$ cat src/rtl/piso_pkg.sv
// ---------------------------------------------------------------------------
// piso_pkg
//   Shared types and sizing helpers for the parallel-in/serial-out serializer.
//   Contents:
//     state_e     - FSM states (IDLE, SHIFT, PARITY)
//     PARITY_BITS - number of trailer bits appended after the data bits
//     frame_len() - total serial frame length for a given data width
//     cnt_width() - width of a counter that must hold 0..frameLen
//   Configuration macro: PISO_PARITY_EN (adds one even-parity trailer bit).
// ---------------------------------------------------------------------------
`timescale 1ns/1ps

package piso_pkg;

  typedef enum logic [1:0] {
    IDLE   = 2'd0,
    SHIFT  = 2'd1,
    PARITY = 2'd2
  } state_e;

`ifdef PISO_PARITY_EN
  localparam int PARITY_BITS = 1;
`else
  localparam int PARITY_BITS = 0;
`endif

  // Data bits plus the optional parity trailer.
  function automatic int frame_len(input int width);
    return width + PARITY_BITS;
  endfunction

  // One extra code point so the counter can represent frameLen itself.
  function automatic int cnt_width(input int frameLen);
    return $clog2(frameLen + 1);
  endfunction

endpackage

$ cat src/rtl/piso_bit_cnt.sv
// ---------------------------------------------------------------------------
// piso_bit_cnt
//   Position counter for the bit currently presented on the serial output.
//   Ports:
//     clk         - system clock, rising edge
//     rst         - asynchronous active-low reset
//     clr_i       - synchronous clear, asserted when a new word is captured
//     en_i        - advance by one (a serial bit was consumed)
//     data_last_o - the last data bit is being presented
//     tc_o        - the last bit of the whole frame is being presented
//   Configuration macro: none (frame length is passed in as FRAME_LEN).
// ---------------------------------------------------------------------------
`timescale 1ns/1ps

module piso_bit_cnt #(
  parameter int FRAME_LEN = 8,
  parameter int DATA_LEN  = 8,
  parameter int CNT_W     = 4
) (
  input  logic clk,
  input  logic rst,
  input  logic clr_i,
  input  logic en_i,
  output logic data_last_o,
  output logic tc_o
);

  logic [CNT_W-1:0] cnt_q;
  logic [CNT_W-1:0] cnt_d;

  assign data_last_o = (cnt_q == CNT_W'(DATA_LEN - 1));
  assign tc_o        = (cnt_q == CNT_W'(FRAME_LEN - 1));

  // Clear wins over enable so a back-to-back capture restarts at bit 0.
  // The count parks at the terminal value once the frame is finished.
  always_comb begin
    cnt_d = cnt_q;
    if (clr_i) begin
      cnt_d = '0;
    end else if (en_i && !tc_o) begin
      cnt_d = cnt_q + 1'b1;
    end
  end

  always_ff @(posedge clk or negedge rst) begin
    if (!rst) begin
      cnt_q <= '0;
    end else begin
      cnt_q <= cnt_d;
    end
  end

endmodule

$ cat src/rtl/piso_serializer.sv
// ---------------------------------------------------------------------------
// piso_serializer
//   Captures a parallel word over a valid/ready handshake and emits it one
//   bit per consumed serial beat, with valid/ready flow control downstream.
//   Ports:
//     clk        - system clock, rising edge
//     rst        - asynchronous active-low reset
//     din        - parallel word from the upstream register
//     din_valid  - din holds a word to transfer
//     din_ready  - serializer captures din this cycle if din_valid is high
//     sout       - current serial bit
//     sout_valid - sout is meaningful
//     sout_ready - downstream consumes sout this cycle
//     sout_last  - sout is the final bit of the frame
//     busy       - frame in progress
//   Parameters: WIDTH (>=2), MSB_FIRST (1 = bit WIDTH-1 first).
//   Configuration macro: PISO_PARITY_EN appends an even-parity bit.
// ---------------------------------------------------------------------------
`timescale 1ns/1ps

module piso_serializer
  import piso_pkg::*;
#(
  parameter int WIDTH     = 8,
  parameter bit MSB_FIRST = 1'b1
) (
  input  logic             clk,
  input  logic             rst,
  input  logic [WIDTH-1:0] din,
  input  logic             din_valid,
  output logic             din_ready,
  output logic             sout,
  output logic             sout_valid,
  input  logic             sout_ready,
  output logic             sout_last,
  output logic             busy
);

  localparam int FRAME_LEN = frame_len(WIDTH);
  localparam int CNT_W     = cnt_width(FRAME_LEN);

  state_e           state_q;
  state_e           state_d;
  logic [WIDTH-1:0] shift_q;
  logic [WIDTH-1:0] shift_d;
  logic             acceptWord;
  logic             advanceBit;
  logic             frameDone;
  logic             dataLast;
  logic             frameLast;
  logic             headBit;
`ifdef PISO_PARITY_EN
  logic             parity_q;
  logic             parity_d;
`endif

  piso_bit_cnt #(
    .FRAME_LEN (FRAME_LEN),
    .DATA_LEN  (WIDTH),
    .CNT_W     (CNT_W)
  ) u_bit_cnt (
    .clk         (clk),
    .rst         (rst),
    .clr_i       (acceptWord),
    .en_i        (advanceBit),
    .data_last_o (dataLast),
    .tc_o        (frameLast)
  );

  // The bit at the head of the shift register is the one on the wire.
  assign headBit = MSB_FIRST ? shift_q[WIDTH-1] : shift_q[0];

  // Next-state and handshake logic. frameDone marks the cycle in which the
  // final frame bit is consumed; that cycle reopens din_ready so a waiting
  // word is captured with no idle bubble between frames.
  always_comb begin
    state_d    = state_q;
    shift_d    = shift_q;
    acceptWord = 1'b0;
    advanceBit = 1'b0;
    frameDone  = 1'b0;
    sout_valid = 1'b0;
    busy       = 1'b0;
    sout       = 1'b0;
`ifdef PISO_PARITY_EN
    parity_d   = parity_q;
`endif

    case (state_q)
      IDLE: begin
        // Nothing to do until a word is offered.
      end

      SHIFT: begin
        sout_valid = 1'b1;
        busy       = 1'b1;
        sout       = headBit;
        if (sout_ready) begin
          advanceBit = 1'b1;
          if (dataLast) begin
`ifdef PISO_PARITY_EN
            state_d = PARITY;
`else
            frameDone = 1'b1;
`endif
          end else if (MSB_FIRST) begin
            shift_d = {shift_q[WIDTH-2:0], 1'b0};
          end else begin
            shift_d = {1'b0, shift_q[WIDTH-1:1]};
          end
        end
      end

`ifdef PISO_PARITY_EN
      PARITY: begin
        sout_valid = 1'b1;
        busy       = 1'b1;
        sout       = parity_q;
        if (sout_ready) begin
          advanceBit = 1'b1;
          frameDone  = 1'b1;
        end
      end
`endif

      default: begin
        state_d = IDLE;
      end
    endcase

    din_ready = rst && ((state_q == IDLE) || frameDone);

    if (frameDone) begin
      state_d = IDLE;
    end

    if (din_ready && din_valid) begin
      acceptWord = 1'b1;
      state_d    = SHIFT;
      shift_d    = din;
`ifdef PISO_PARITY_EN
      parity_d   = ^din;
`endif
    end
  end

  assign sout_last = sout_valid && frameLast;

  // State and datapath registers; reset discards any partial frame.
  always_ff @(posedge clk or negedge rst) begin
    if (!rst) begin
      state_q  <= IDLE;
      shift_q  <= '0;
`ifdef PISO_PARITY_EN
      parity_q <= 1'b0;
`endif
    end else begin
      state_q  <= state_d;
      shift_q  <= shift_d;
`ifdef PISO_PARITY_EN
      parity_q <= parity_d;
`endif
    end
  end

endmodule

$ cat config.mk
export PLATFORM = sky130hd
export DESIGN_NAME = piso_serializer
export DESIGN_NICKNAME = d
export VERILOG_FILES = /design/src/rtl/piso_pkg.sv /design/src/rtl/piso_bit_cnt.sv /design/src/rtl/piso_serializer.sv
export SDC_FILE = /design/constraint.sdc
export NUM_CORES = 1
export LEC_CHECK = 0
export CAP_MARGIN = 40
export CORE_ASPECT_RATIO = 0.75
export CORE_MARGIN = 5
export CORE_UTILIZATION = 40
export DETAILED_ROUTE_END_ITERATION = 8
export PLACE_DENSITY = 0.67
export SLEW_MARGIN = 20
export SYNTH_ARGS = -nofsm -noshare
export SYNTH_HDL_FRONTEND = slang
export SYNTH_SLANG_ARGS = --single-unit
export TNS_END_PERCENT = 5
$ cat constraint.sdc
create_clock -name clk -period 1.9 [get_ports clk]
set_clock_uncertainty 0.2 [all_clocks]
set_input_delay 0.285 -clock clk [delete_from_list [all_inputs] [get_ports clk]]
set_output_delay 0.285 -clock clk [all_outputs]
set_load 0.02 [all_outputs]
### After elaboration in Yosys (flattened, before gate mapping)

Index checks and enable logic that the tools add are counted.

* register bits: 14
* input port bits: 12
* word-level logic and storage cells: 37

* $add $sub $neg: 1
* equality and inequality tests: 4
* multiplexer cells: 17
* reduce and logical (&&, ||, !) cells: 12

Operator list (number)
* $mux W8: 4
* $mux W1: 8
* $mux W4: 2
* $mux W2: 3
* $reduce_bool A2 Y1: 3
* $add A4 B1 Y4 const B: 1
* $eq A4 B3 Y1 const B: 1
* $logic_and A1 B1 Y1: 4
* $ne A3 B1 Y1 const B: 1
* $reduce_and A3 Y1: 1
* $eq A2 B1 Y1 const B: 1
* $logic_not A2 Y1: 1
* $ne A2 B1 Y1 const B: 1
* $reduce_or A2 Y1: 1
* $logic_not A1 Y1: 1
* $logic_or A1 B1 Y1: 1

### Logic depth before layout (Yosys ltp)

* depth after elaboration: 9
* depth in mapped cells: 5
* gate-level depth less buffers: 4

### Cells and area by module

From an unflattened synthesis, not the netlist that was laid out.

* cells, all modules: 57
* area total of the unflattened synthesis: 737.0 um^2

Modules (own cells, without submodules)
* piso_serializer: times used 1, cells each 36, area an instance 518.0 um^2
* piso_bit_cnt: times used 1, cells each 21, area an instance 219.0 um^2

### Least setup slack after synthesis

OpenSTA, ideal clock, no wires.

* kind: register -> output
* from: register u_bit_cnt.cnt_q[0]
* to: output sout_last
* data arrival time: 1.195 ns
* setup slack: 0.220 ns
* cell stages (with the launch flop): 5
* buffers on the path: 1
* cell sequence: dfrtp_1 > ha_1 > and3b_2 > buf_6 > and2_1

* word-level cells in the longest chain between the ends: 2

RTL lines
* start, declared: line piso_bit_cnt.sv:28 `logic [CNT_W-1:0] cnt_q;`
* start signal, assigned: line piso_bit_cnt.sv:49 `cnt_q <= cnt_d;`
* $eq A4 B3 Y1: line piso_bit_cnt.sv:32 `assign tc_o = (cnt_q == CNT_W'(FRAME_LEN - 1));`
* $logic_and A1 B1 Y1: line piso_serializer.sv:147 `assign sout_last = sout_valid && frameLast;`
* end, declared: line piso_serializer.sv:35 `output logic sout_last,`

No other way between the ends.

### Final worst setup path

* from: register u_bit_cnt.cnt_q[1]
* to: output sout_last

The elaborated chain is that of the path after synthesis.

==> results.toml <==
[yosys]
syn-num-nets = 101
synth_cells = 88
synthesis.area_um2 = 818.3
ys_seq_area_frac = 0.3976
post_synth.cell_area_avg_um2 = 9.299
yosysUniqueCellTypes = 27
ys_ff_latch = 13
yosysWarnings = 0

[placed_design]
dpl-instance-area_um2 = 1069
placed_cells = 135
final_wtd_congestion = 0.7064
hpwl_mm = 1.448
quantity_of_i_o_buffers_inserted_on_ports = 16

[timing]
number_of_setup_violations_in_the_final_report = 0
fmax_mhz = 541.6
fin_crit_sh = 0.9718
final.hold.worst_slack_ns = 0.1451
max-slew-margin-rel = 0.7831
max_slew.worst_pin.slew_ns = 0.3244
maxSlewViolCount = 0
final_period_minus_worst_setup_slack_ns = 1.846
hold_viol = 0

[die]
io_pins = 17
fp-row-count = 14
initial_core_utilization = 0.4134
die_width_um = 62.23
floorplan.core_area_um2 = 1979
die_area_um2 = 3060
die_y_um = 49.17

[clock_network]
cts_num_sinks = 13
numCtsBuffers = 3
worstSkewPairLatency_ns = 0.28
tritoncts = "yes"
clk_root_buffer_cell = "sky130_fd_sc_hd__clkbuf_4"
number_of_hold_buffers_added_after_cts = 0
clock_tree_buffer_depth = 2
cts.clk_slew.worst_paths_ns = 0.08
cts_htree_levels = 1

[finish]
layout.cells.most_common_list = "21 x sky130_fd_sc_hd__nor3_1, 16 x sky130_fd_sc_hd__buf_4, 13 x sky130_fd_sc_hd__clkdlybuf4s50_1"
finish.net_count = 130
antenna_cells = 0
finish.cell_count_without_fillers = 140
layout_commonest_cell = "sky130_fd_sc_hd__nor3_1"
final_cell_area_um2 = 1107
area_growth_syn_to_layout_pct = 35.32
drive_gt1_frac = 0.2672

[power_and_ir_drop]
switching_fraction = 0.3707
comb_power_share = 0.522
cellPowerDensity_nw_per_um2 = 1264
power.switching_uw = 519.0
internal-power_uw = 880.9
power.leakage_nw = 0.4723
power.share.clock = 0.124
power.sequential.fraction = 0.354
power.ir.vdd_worst_mv = 0.6922

[run_status]
result_of_the_run = "complete, no violations"

[route]
postRouteAntennaNets = 0
wl_mm = 1.853
post_drt_via_cell_ratio = 5.407
first_iter_violations = 14
via_count = 757
route.detailed.drc = 0
dr.pass1.iters = 4
route.detailed.wl_per_inst_um = 13.24

[global_routing]
first_pass_grt_wire_length_mm = 3.305
antenna_violations_before_repair = 0
grt.total_usage = 0.1331
grt_max_degree = 12
grt_pass1_vias = 744
grt-ovfl-total = 0

[worst_setup_path]
startpoint_type = "register"
critPathRequiredTime_ns = 1.41
crit_fanout = 3
end_kind = "primary output"
critical_path_arrival_ns = 1.36
timing.setup.critical_path_class = "reg -> out"

[run]
max_cap_viol_count = 0

[hold_path]
worstHoldPathType = "in -> async"
==> metrics by stage <==
stage / setup TNS (ns) / util / worst slack [ns] / power [mW]
floorplan: 0 / - / 0.2197 / 0.9589
global placement: -0.5271 / 0.5398 / -0.2685 / 1.205
detailed placement: -0.6212 / 0.5398 / -0.2808 / 1.225
CTS: 0 / 0.5493 / 0.02332 / 1.390
global route: -0.02319 / 0.5594 / -0.01570 / 1.523
finish: 0 / 0.5594 / 0.05355 / 1.400
==> synth_stat cells <==
cell / n / area share
sky130_fd_sc_hd__nor3_1: 21 / 0.13
sky130_fd_sc_hd__a2111oi_2: 7 / 0.13
sky130_fd_sc_hd__inv_1: 8 / 0.037
sky130_fd_sc_hd__ha_1: 1 / 0.015
sky130_fd_sc_hd__mux2i_1: 1 / 0.012
sky130_fd_sc_hd__nand3_1: 2 / 0.012
sky130_fd_sc_hd__or3_1: 1 / 0.0077
sky130_fd_sc_hd__and3b_2: 1 / 0.012
sky130_fd_sc_hd__clkbuf_1: 1 / 0.0046
sky130_fd_sc_hd__and3b_1: 1 / 0.011
sky130_fd_sc_hd__a31o_1: 1 / 0.011
sky130_fd_sc_hd__or4_1: 1 / 0.0092
sky130_fd_sc_hd__o21ai_0: 3 / 0.018
sky130_fd_sc_hd__buf_4: 3 / 0.028
sky130_fd_sc_hd__buf_6: 1 / 0.014
sky130_fd_sc_hd__nand2_1: 4 / 0.018
sky130_fd_sc_hd__dfrtp_1: 13 / 0.40
sky130_fd_sc_hd__o2111ai_1: 1 / 0.011
sky130_fd_sc_hd__a21oi_1: 4 / 0.024
sky130_fd_sc_hd__nor3b_1: 1 / 0.0092
sky130_fd_sc_hd__a21o_1: 1 / 0.0092
sky130_fd_sc_hd__o21ai_1: 1 / 0.0061
sky130_fd_sc_hd__buf_2: 2 / 0.012
sky130_fd_sc_hd__nand3b_1: 1 / 0.0092
sky130_fd_sc_hd__clkbuf_2: 1 / 0.0061
sky130_fd_sc_hd__and2_1: 5 / 0.038
sky130_fd_sc_hd__nand4b_1: 1 / 0.011
==> metal layers <==
layer  part of all wire  global-route usage
met1               0.50              0.1742
met2               0.44              0.2069
met3              0.053             0.05530
met4                  0             0.02166
met5                  0                   0
==> worst paths after layout <==
kind / from / to / slack (ns) / cells past startpoint
setup / recovery: u_bit_cnt.cnt_q[1]$_DFFE_PN0P_ / sout_last / 0.05 / 4
hold / removal: rst / shift_q[6]$_DFFE_PN0P_ / 0.15 / 2
setup reg to reg: u_bit_cnt.cnt_q[1]$_DFFE_PN0P_ / u_bit_cnt.cnt_q[0]$_DFFE_PN0P_ / 0.17 / 5
hold reg to reg: shift_q[0]$_DFFE_PN0P_ / shift_q[0]$_DFFE_PN0P_ / 0.36 / 2
max in group asynchronous: rst / state_q[0]$_DFFE_PN0P_ / 1.21 / 2
min in group clk: din[0] / shift_q[0]$_DFFE_PN0P_ / 0.35 / 3
==> sequential cells by signal, summed over array words and instances (netlist names) <==
| name | cells |
|---|---|
| shift_q | 8 |
| u_bit_cnt.cnt_q | 4 |
| state_q | 1 |
==> worst max-delay path, stage by stage (launching register included) <==
cell and delay (ns):
sky130_fd_sc_hd__dfrtp_1 0.40, sky130_fd_sc_hd__ha_2 0.20, sky130_fd_sc_hd__and3b_2 0.20, sky130_fd_sc_hd__and2_1 0.16
sky130_fd_sc_hd__buf_6 0.13
==> power by group through the flow <==
| stage | Combinational (mW) | Clock, mW | Sequential (mW) |
|---|---|---|---|
| floorplan | 0.464 | 0 | 0.495 |
| global placement | 0.710 | 0 | 0.496 |
| detailed placement | 0.725 | 0 | 0.500 |
| CTS | 0.713 | 0.181 | 0.497 |
| global route | 0.809 | 0.198 | 0.516 |
| finish | 0.731 | 0.173 | 0.496 |
==> logic make-up after synthesis <==
kind of cell	share of synthesized area
AND/OR/NAND/NOR	0.2661
adder cells (fa/ha/maj)	0.01529
AO/OA/AOI/OAI	0.2079
flip-flops	0.3976
multiplexers	0.01223
buffers and inverters	0.1009
==> what timing repair did <==
| action | CTS | global route |
|---|---|---|
| gates resized for setup | 11 | 4 |
| setup buffers | 0 | 1 |
| pin swaps | 0 | 4 |
| setup endpoints to repair | 3 | 2 |
==> area by class of cell <==
cell class,count,area [um^2]
inverters,8,30.03
multi-input cells,59,412.9
flip-flops and latches,13,326.6
fillers,182,872.1
clock buffers,4,26.28
repair buffers,32,281.5
well taps,24,30.03
(Power assumes the default switching activity.)
